==> src/rtl/smul_pkg.sv <==
// smul_pkg: shared state type and width/sign-position helpers for the sign-magnitude multiplier and divider
package smul_pkg;
  typedef enum logic [1:0] {IDLE, CALC, FIN} state_t;
  function automatic int op_w(input int w);
    return w + 1;
  endfunction
  function automatic int prod_w(input int w);
    return 2 * w + 1;
  endfunction
  function automatic int cnt_w(input int w);
    return $clog2(w + 1);
  endfunction
  function automatic int op_sign(input int w);
    return w;
  endfunction
  function automatic int prod_sign(input int w);
    return 2 * w;
  endfunction
endpackage

==> src/rtl/sm_shift_add_mul_step.sv <==
// smul_step: one shift-add step, conditional add of x into a then logical right shift of {a,q}
module smul_step
  import smul_pkg::*;
#(
  parameter int WIDTH = 4
) (
  input  logic [op_w(WIDTH)-1:0] a,
  input  logic [WIDTH-1:0]       q,
  input  logic [WIDTH-1:0]       x,
  output logic [op_w(WIDTH)-1:0] a_n,
  output logic [WIDTH-1:0]       q_n
);
  logic [WIDTH:0] sum;
  // add when the consumed multiplier bit is set; the carry lands in a[WIDTH] and is shifted down
  always_comb begin
    sum = q[0] ? a + {1'b0, x} : a;
    {a_n, q_n} = {1'b0, sum, q[WIDTH-1:1]};
  end
endmodule

==> src/rtl/sm_shift_add_mul.sv <==
// sm_shift_add_mul: sequential sign-magnitude shift-add multiplier; SMUL_EARLY_EXIT_EN stops after the top set multiplier bit
module sm_shift_add_mul
  import smul_pkg::*;
#(
  parameter int WIDTH = 4
) (
  input  logic                     clk,
  input  logic                     rst_n,
  input  logic                     start,
  input  logic [op_w(WIDTH)-1:0]   multiplicand,
  input  logic [op_w(WIDTH)-1:0]   multiplier,
  output logic                     busy,
  output logic                     done,
  output logic [prod_w(WIDTH)-1:0] product
);
  localparam int CW = cnt_w(WIDTH);
  state_t state, state_n;
  logic [WIDTH:0] a, a_s;
  logic [WIDTH-1:0] q, q_s, x;
  logic [CW-1:0] cnt;
  logic sgn, last;
  logic [2*WIDTH-1:0] mag;
  smul_step #(.WIDTH(WIDTH)) u_step (.a(a), .q(q), .x(x), .a_n(a_s), .q_n(q_s));
`ifdef SMUL_EARLY_EXIT_EN
  logic [WIDTH-1:0] r, r_n;
  assign r_n = r >> 1;
  assign last = (cnt == CW'(WIDTH - 1)) || (r_n == '0);
  assign mag = {a_s[WIDTH-1:0], q_s} >> (CW'(WIDTH - 1) - cnt);
  // shadow of unconsumed multiplier bits, used only to detect early completion
  always_ff @(posedge clk or negedge rst_n)
    if (!rst_n) r <= '0;
    else if (state == IDLE && start) r <= multiplier[WIDTH-1:0];
    else if (state == CALC) r <= r_n;
`else
  assign last = cnt == CW'(WIDTH - 1);
  assign mag = {a_s[WIDTH-1:0], q_s};
`endif
  // next-state and handshake outputs
  always_comb begin
    state_n = state == IDLE ? (start ? CALC : IDLE) : state == CALC ? (last ? FIN : CALC) : IDLE;
    busy = state != IDLE;
    done = state == FIN;
  end
  // state, datapath and product registers
  always_ff @(posedge clk or negedge rst_n)
    if (!rst_n) begin
      state <= IDLE;
      a <= '0;
      q <= '0;
      x <= '0;
      sgn <= 1'b0;
      cnt <= '0;
      product <= '0;
    end else begin
      state <= state_n;
      if (state == IDLE && start) begin
        a <= '0;
        q <= multiplier[WIDTH-1:0];
        x <= multiplicand[WIDTH-1:0];
        sgn <= multiplicand[op_sign(WIDTH)] ^ multiplier[op_sign(WIDTH)];
        cnt <= '0;
      end else if (state == CALC) begin
        a <= a_s;
        q <= q_s;
        cnt <= cnt + CW'(1);
        if (last) product <= {sgn, mag};
      end
    end
endmodule

==> config.mk <==
export PLATFORM = sky130hd
export DESIGN_NAME = sm_shift_add_mul
export DESIGN_NICKNAME = d
export VERILOG_FILES = /design/src/rtl/smul_pkg.sv /design/src/rtl/sm_shift_add_mul_step.sv /design/src/rtl/sm_shift_add_mul.sv
export SDC_FILE = /design/constraint.sdc
export NUM_CORES = 1
export LEC_CHECK = 0
export ABC_AREA = 0
export CAP_MARGIN = 20
export CORE_MARGIN = 8
export CORE_UTILIZATION = 47
export CTS_CLUSTER_SIZE = 40
export DETAILED_ROUTE_END_ITERATION = 8
export GPL_ROUTABILITY_DRIVEN = 1
export PLACE_DENSITY = 0.81
export SYNTH_ARGS = -nofsm -noshare
export SYNTH_HDL_FRONTEND = slang
export SYNTH_HIERARCHICAL = 1
export SYNTH_SLANG_ARGS = --single-unit
export TNS_END_PERCENT = 10
==> constraint.sdc <==
create_clock -name clk -period 1.8 [get_ports clk]
set_clock_uncertainty 0.2 [all_clocks]
set_input_delay 0.18 -clock clk [delete_from_list [all_inputs] [get_ports clk]]
set_output_delay 0.18 -clock clk [all_outputs]
set_load 0.1 [all_outputs]
**Word level (Yosys, flattened, before mapping)**

Cells that the tools add are included.

- Bits in registers: 28
- Input port bits: 13
- Logic and storage cells: 30
- Output and inout port bits: 11

- Equality and inequality tests: 3
- Muxes and demuxes: 11
- Add/subtract/negate cells: 2
- Reduce and logical (&&, ||, !) cells: 5
- Bitwise gates (word level): 2

Operator list:

| operator | count |
|---|---|
| 5-bit two-way mux | 3 |
| 4-bit two-way mux | 2 |
| 2-bit two-way mux | 3 |
| 3-bit two-way mux | 2 |
| 5-bit by 4-bit adder with 5-bit output | 1 |
| 2-bit nonzero test | 2 |
| 3-bit by 1-bit adder with 3-bit output, second input constant | 1 |
| 3-bit by 2-bit == test with 1-bit output, second input constant | 1 |
| 3-bit AND reduction | 1 |
| 2-bit by 1-bit == test with 1-bit output, second input constant | 1 |
| 2-bit == test, second input constant | 1 |
| 2-bit logical NOT | 1 |
| 1-bit logical AND | 1 |
| 1-bit two-way mux | 1 |
| 1-bit NOT | 1 |
| 1-bit XOR | 1 |

**Logic depth before layout (Yosys ltp)**

Gate-level depths: netlist of run 1.

- Depth after elaboration: 4
- Depth in mapped cells: 7
- Depth with buffers taken out: 7

**Modules after synthesis**

Netlist of run 1, hierarchy kept.

Modules (own cells, without submodules):

| module | area each (um^2) | instances | sequential area each (um^2) | cells each |
|---|---|---|---|---|
| sm_shift_add_mul | 1,176.1 | 1 | 700.7 | 83 |
| smul_step | 249.0 | 1 | 0.0 | 33 |

**Worst setup path before layout of run 1**

No wires, ideal clock.

- Kind: reg2out
- From: reg state[0]
- To: out done
- Stages on the path, launching flop included: 3
- Required time: 1.420 ns
- Arrival: 1.812 ns
- Setup slack: -0.392 ns
- Path buffers: 1
- Path through: dfrtp_1 > buf_2 > nor2_1

- Cells in the longest elaborated chain, start to end: 1

Ends and longest elaborated chain:

| element | RTL line | text |
|---|---|---|
| from (decl) | sm_shift_add_mul.sv:17 | `state_t state, state_n;` |
| from (signal assigned) | sm_shift_add_mul.sv:55 | `state <= state_n;` |
| 2-bit == test | sm_shift_add_mul.sv:42 | `done = state == FIN;` |
| to (decl) | sm_shift_add_mul.sv:13 | `output logic done,` |

No other way between the ends.

**Final worst setup path of run 1**

- From: reg a[1]
- To: reg product[6]

- Cells in the longest elaborated chain, start to end: 2

Ends and longest elaborated chain:

| element | RTL line | text |
|---|---|---|
| from (decl) | sm_shift_add_mul.sv:18 | `logic [WIDTH:0] a, a_s;` |
| from (signal assigned) | sm_shift_add_mul.sv:63 | `a <= a_s;` |
| 5-bit by 4-bit adder with 5-bit output | sm_shift_add_mul_step.sv:16 | `sum = q[0] ? a + {1'b0, x} : a;` |
| 5-bit two-way mux | sm_shift_add_mul_step.sv:16 |  |
| net a_s[2] | sm_shift_add_mul.sv:18 |  |
| to (signal assigned) | sm_shift_add_mul.sv:66 | `if (last) product <= {sgn, mag};` |
| to (decl) | sm_shift_add_mul.sv:14 | `output logic [prod_w(WIDTH)-1:0] product` |

The timed path passes the listed nets, and every way through them passes these cells.
A chain may end at the register's enable or synchronous reset.

==> results.sh, run 1 <==
export IMPL_status="finished, violations left"
export IMPL_violations_in_the_final_reports="negative setup slack"
export IMPL_slew_viol_final=0
export IMPL_met1_length_um=1310
export IMPL_syn_avg_cell_area_um2=12.3
export IMPL_floorplan_die_width_um=71.1
export IMPL_sequential_fraction_of_the_synthesis_area=0.492
export IMPL_tritoncts_num_buffers=3
export IMPL_fill_cells=215
export IMPL_wl_met3_um=142
export IMPL_timing_setup_tns_ns=-1.05
export IMPL_clock_insertion_delay_worst_skew_ns=0.34
export IMPL_met2WireLength_um=1760
export IMPL_drt_wirelength_per_cell_um=17.9
export IMPL_highest_achievable_clock_rate_mhz=491
export IMPL_final_layout_size_suffix_gt1_frac=0.384
export IMPL_floorplan_initialDensity=0.479
export IMPL_synth_top_cells_by_area="dfrtp_1, mux2_4, ha_1"
export IMPL_layout_core_utilization=0.662
export IMPL_postCtsSetupRepairBufs=0
export IMPL_worst_r2r_startpoint="a[1]$_DFFE_PN0P_"
export IMPL_detail_route_first_pass_iterations=4
export IMPL_grt_total_usage=0.140
export IMPL_top_signal_layer_used="met4"
export IMPL_cts_tree="yes"
export IMPL_die_area_um2=5050
export IMPL_grt_max_degree=29
export IMPL_syn_num_nets=136
export IMPL_r2r_cells=5
export IMPL_netlist_cell_types=28
export IMPL_drv_max_cap_violation_count=0
export IMPL_antenna_cells=0
export IMPL_worst_setup_path_type="register to register"
export IMPL_reg2reg_setup_slack_ns=-0.24
export IMPL_first_global_vias=1151
export IMPL_worst_r2r_endpoint="product[6]$_DFFE_PN0P_"
export IMPL_final_min_period_over_clock_period=1.13
export IMPL_final_seq_area_um2=701
export IMPL_synth_ff_latch_count=28
export IMPL_drt_drc_violations_left=0
export IMPL_yosys_warnings=6
export IMPL_multi_input_area_um2=699
export IMPL_placedInstanceArea_um2=1860
export IMPL_layout_cell_area_non_filler_um2=1970
export IMPL_grt_setup_unrepaired="true"
export IMPL_floorplan_rows=20
export IMPL_hold_path_class="primary input to register"
export IMPL_clk_root_buffer_cell="clkbuf_4"
export IMPL_io_pins=24
export IMPL_critical_path_destination="product[6]$_DFFE_PN0P_"
export IMPL_synth_to_final_area_change_pct=38.4
export IMPL_port_buffers=23
export IMPL_buffer_levels_on_the_longest_clock_path=2
export IMPL_worst_setup_path_start_kind="register"
export IMPL_detailroute_via_count=1041
export IMPL_final_nets=172
export IMPL_wl_um=3290
export IMPL_clock_pin_transition_on_the_worst_setup_and_hold_timing_paths_ns=0.14
export IMPL_setup_viol=7
export IMPL_post_dp_hpwl_um=2350
export IMPL_clock_sinks=28
export IMPL_netlist_instances=116
export IMPL_drt_iter0_drc=31
export IMPL_core_um2=2980
export IMPL_die_y_um=71.1
export IMPL_antenna_left=0
export IMPL_syn_cell_area_um2=1430
export IMPL_top_cell_type_by_total_area_after_synthesis="dfrtp_1"
export IMPL_number_of_antenna_violations_at_the_first_check_in_global_routing=0
export IMPL_crit_start="a[1]$_DFFE_PN0P_"
export IMPL_worstPathArrival_ns=2.06
export IMPL_gpl_final_weighted_congestion=0.877
export IMPL_layout_setup_ws_ns=-0.236
export IMPL_finalHoldViolations=0
export IMPL_cp_end_kind="register"
export IMPL_min_period_ns=2.04
export IMPL_worst_ep_required_time_ns=1.83
export IMPL_globalRouteOverflowTotal=0
export IMPL_grt_pass1_wl_um=5580
export IMPL_path_max_fanout=2
export IMPL_via_per_inst=5.66
export IMPL_htree_num_levels=1
export IMPL_yosys_area_top_type_share=0.492
==> what timing repair did <==
item	in CTS	in global routing
pin swaps	3	2
cloned	0	0
hold buffers	1	0
gates resized for setup	9	0
hold endpoints to repair	6	0
endpoints found under the setup margin	6	7
==> placed cells by master, fill, tap and decap left out, drive strengths merged, types with 2 or more instances in the layout <==
cell type / count
a21oi: 5
a22o: 6
buf: 25
clkbuf: 3
clkdlybuf4s50: 12
dfrtp: 28
ha: 6
inv: 6
mux2: 15
nand2: 6
nand2b: 3
nor2: 8
nor2b: 2
o21ai: 3
o22ai: 4
o32ai: 5
or2: 2
xnor2: 2
==> cell type report <==
| class | instances | area share |
|---|---|---|
| tap | 33 | 0.0209 |
| timing repair buffer | 38 | 0.231 |
| multi-input combinational | 75 | 0.355 |
| inverter | 6 | 0.0114 |
| sequential | 28 | 0.355 |
| clock buffer | 3 | 0.0114 |
| clock inverter | 1 | 0.0152 |
==> worst min-delay path by stage <==
stage / startpoint / to / slack (ns) / depth (start not counted)
after floorplan: rst_n / a[0]$_DFFE_PN0P_ / -0.32 / 0
after global placement: cnt[2]$_DFFE_PN0P_ / cnt[2]$_DFFE_PN0P_ / 0.26 / 2
after detailed placement: cnt[2]$_DFFE_PN0P_ / cnt[2]$_DFFE_PN0P_ / 0.27 / 2
after CTS: multiplicand[3] / x[3]$_DFFE_PN0P_ / 0.25 / 2
after global routing: multiplicand[1] / x[1]$_DFFE_PN0P_ / 0.24 / 2
final: multiplicand[3] / x[3]$_DFFE_PN0P_ / 0.26 / 2
==> cells by family after synthesis <==
group	Yosys count	share of synthesized area
flops	28	0.492
simple gates	25	0.104
compound gates	24	0.121
mux	15	0.142
buf+inv	13	0.0536
fa+ha+maj	7	0.0667
xor+xnor	3	0.0184
other cells	1	0.00263
==> critical path, stage by stage (launching register included) <==
cell and delay (ns):
dfrtp_1 0.44, ha_4 0.29, a21oi_2 0.05, and4b_1 0.20, or4_4 0.48, mux2_4 0.27
==> cell usage after synthesis <==
library cell and n:
or2_2 2, o21bai_2 1, nor2_1 8, inv_1 6, o21ai_0 3, xor2_1 1
fa_1 1, buf_4 5, nor2b_1 2, or4_1 1, o22ai_1 4, buf_2 1
a21oi_1 5, nand2_8 1, mux2_2 6, and4b_1 1, xnor2_1 2, nand2b_1 3
conb_1 1, mux2_4 9, nor3b_2 1, dfrtp_1 28, o32ai_1 5, ha_1 6
buf_6 1, nor3_1 1, nand2_1 5, a22o_1 6
==> flip-flops by register name, indices dropped and copies added (netlist names) <==
| signal | cells |
|---|---|
| state | 2 |
| a | 5 |
| q | 4 |
| product | 9 |
| sgn | 1 |
| cnt | 3 |
| x | 4 |
==> per-layer routing <==
metal	vias to the layer above	track usage
li1	479	-
met2	33	0.254
met1	517	0.151
met3	12	0.0297
met5	-	0
met4	0	0.0647
==> stage by stage <==
stage / hold slack (ns) / instances / worst slack (ns)
2_1_floorplan: -0.316 / 116 / -0.173
3_3_place_gp: 0.263 / 179 / -0.182
3_5_place_dp: 0.272 / 179 / -0.256
4_1_cts: 0.246 / 184 / -0.219
5_1_grt: 0.243 / 184 / -0.258
6_report: 0.257 / 184 / -0.236
Power of run 1 is not shown: default switching activity piles up to over one toggle a cycle in this logic, so the estimate is an artifact.
==> run 2, diff against run 1 <==
==> constraint.sdc (replaced) <==
create_clock -name clk -period 1.8 [get_ports clk]
set_clock_uncertainty 0.2 [all_clocks]
set_input_delay 0.18 -clock clk [delete_from_list [all_inputs] [get_ports clk]]
set_output_delay 0.18 -clock clk [all_outputs]
set_load 0.05 [all_outputs]
==> run 2 against run 1 <==
The flow finishes with violations (negative hold slack, negative setup slack). Critical path depth is the same. Final area shrank 5.5%. Via count shrank 3.7%. Die area is the same. Non-clock buffer count shrank 1. Worst hold slack lost 0.26 ns. First-iteration DRC count grew 29%. Global-route usage shrank 0.79 points. Flip-flop and latch count is the same. Fmax shrank 1.2%. Critical path type unchanged.
==> results.sh, run 2 (synthesized netlist as in run 1, its figures left out) <==
export IMPL_status="finished, violations left"
export IMPL_violations_in_the_final_reports="negative hold slack, negative setup slack"
export IMPL_hold_path_class="primary input to asynchronous set/reset pin"
export IMPL_drt_drc_violations_left=0
export IMPL_grt_setup_unrepaired="true"
export IMPL_grt_busiest_layer="met2"
export IMPL_port_buffers=23
export IMPL_first_global_vias=1092
export IMPL_io_pins=24
export IMPL_grtUsageMet1=0.149
export IMPL_r2r_cells=5
export IMPL_grt_total_usage=0.132
export IMPL_cp_end_kind="register"
export IMPL_floorplan_rows=20
export IMPL_final_nets=171
export IMPL_grt_max_degree=29
export IMPL_slew_viol_final=0
export IMPL_worst_setup_path_start_kind="register"
export IMPL_worst_ep_required_time_ns=1.83
export IMPL_final_min_period_over_clock_period=1.15
export IMPL_power_density_nw_per_um2=2220
export IMPL_floorplan_die_width_um=71.1
export IMPL_layout_setup_ws_ns=-0.261
export IMPL_gr_usage_met2=0.236
export IMPL_die_y_um=71.1
export IMPL_cts_tree="yes"
export IMPL_detailroute_via_count=1002
export IMPL_worst_hold_slack_ns=-0.00441
export IMPL_drt_iter0_drc=40
export IMPL_fill_cells=229
export IMPL_highest_achievable_clock_rate_mhz=485
export IMPL_reg2reg_setup_slack_ns=-0.26
export IMPL_min_period_ns=2.06
export IMPL_tritoncts_num_buffers=3
export IMPL_groute_layer_met3_usage=0.0212
export IMPL_worst_setup_path_type="register to register"
export IMPL_final_seq_area_um2=702
export IMPL_place_detailed_instances=177
export IMPL_post_dp_hpwl_um=2070
export IMPL_worst_r2r_startpoint="x[1]$_DFFE_PN0P_"
export IMPL_worst_r2r_endpoint="product[6]$_DFFE_PN0P_"
export IMPL_multi_input_area_um2=714
export IMPL_antenna_left=0
export IMPL_layout_core_utilization=0.626
export IMPL_synth_to_final_area_change_pct=30.7
export IMPL_layout_top_registers="product x9, a x5"
export IMPL_core_um2=2980
export IMPL_setup_viol=7
export IMPL_drv_max_cap_violation_count=0
export IMPL_detail_route_first_pass_iterations=4
export IMPL_wl_um=3140
export IMPL_placedInstanceArea_um2=1720
export IMPL_clock_insertion_delay_worst_skew_ns=0.33
export IMPL_grt_pass1_wl_um=5290
export IMPL_antenna_cells=0
export IMPL_layout_common_cells="dfrtp_1, buf_4, clkdlybuf4s50_1"
export IMPL_path_max_fanout=3
export IMPL_worstPathArrival_ns=2.09
export IMPL_design_power_total_w=0.00414
export IMPL_clock_pin_transition_on_the_worst_setup_and_hold_timing_paths_ns=0.15
export IMPL_leakage_nw=0.863
export IMPL_power_ir_vdd_worst_mv=0.740
export IMPL_largest_register_by_flop_count="product"
export IMPL_globalRouteOverflowTotal=0
export IMPL_largest_reg_flops=9
export IMPL_final_layout_size_suffix_gt1_frac=0.400
export IMPL_finalNonFillerCells=183
export IMPL_layout_cells_most_common="dfrtp_1"
export IMPL_layout_cell_area_non_filler_um2=1860
export IMPL_floorplan_initialDensity=0.479
export IMPL_die_area_um2=5050
export IMPL_buffer_levels_on_the_longest_clock_path=2
export IMPL_holdBufCountCts=0
export IMPL_finalHoldViolations=12
export IMPL_gpl_final_weighted_congestion=0.924
export IMPL_htree_num_levels=1
export IMPL_drt_wirelength_per_cell_um=17.1
export IMPL_via_per_inst=5.48
export IMPL_number_of_antenna_violations_at_the_first_check_in_global_routing=0
export IMPL_clk_root_buffer_cell="clkbuf_4"
export IMPL_clock_sinks=28
-- run 2: layout make-up --
cell class,count,area share
Clock inverter,1,0.0161
Inverter,6,0.0134
Timing Repair Buffer,37,0.176
Clock buffer,3,0.0121
Multi-Input combinational cell,75,0.383
Sequential cell,28,0.377
Tap cell,33,0.0222
-- run 2: power breakdown --
part / switching [W] / internal, W
Clock: 0.000187 / 0.000225
Sequential: 0.000263 / 0.000952
Combinational: 0.00128 / 0.00123
Total: 0.00173 / 0.00241
-- run 2: worst max path at each step --
stage	startpoint	end	slack, ns	cells past startpoint
after CTS	x[1]$_DFFE_PN0P_	product[6]$_DFFE_PN0P_	-0.24	5
after global routing	x[1]$_DFFE_PN0P_	product[6]$_DFFE_PN0P_	-0.29	5
final	x[1]$_DFFE_PN0P_	product[6]$_DFFE_PN0P_	-0.26	5
after global placement	x[1]$_DFFE_PN0P_	product[6]$_DFFE_PN0P_	-0.21	5
after floorplan	a[1]$_DFFE_PN0P_	product[6]$_DFFE_PN0P_	-0.17	5
after detailed placement	a[1]$_DFFE_PN0P_	product[6]$_DFFE_PN0P_	-0.26	5
-- run 2: stage by stage --
| step | setup TNS [ns] | setup slack [ns] |
|---|---|---|
| floorplan | -0.567 | -0.168 |
| global placement | -0.820 | -0.214 |
| detailed placement | -1.03 | -0.260 |
| CTS | -0.868 | -0.239 |
| global route | -1.57 | -0.292 |
| finish | -1.18 | -0.261 |
-- run 2: worst max-delay path: stages, from the launching register on --
cell and delay (ns):
dfrtp_1 0.46, ha_4 0.29, a21oi_2 0.06, and4b_1 0.20, or4_4 0.48, mux2_4 0.27
-- run 2: timing repair --
action,CTS,global route
pin swaps,7,4
gates cloned,0,0
endpoints found under the hold margin,0,0
resized for setup,10,5
setup buffers,2,0
setup endpoints to repair,9,8
-- run 2: per-layer routing --
metal,vias up,routed length [um]
li1,479,-
met1,492,1280
met2,20,1650
met3,11,88
met4,0,115
met5,-,0
Note: power is estimated with default switching activity, not from simulation.
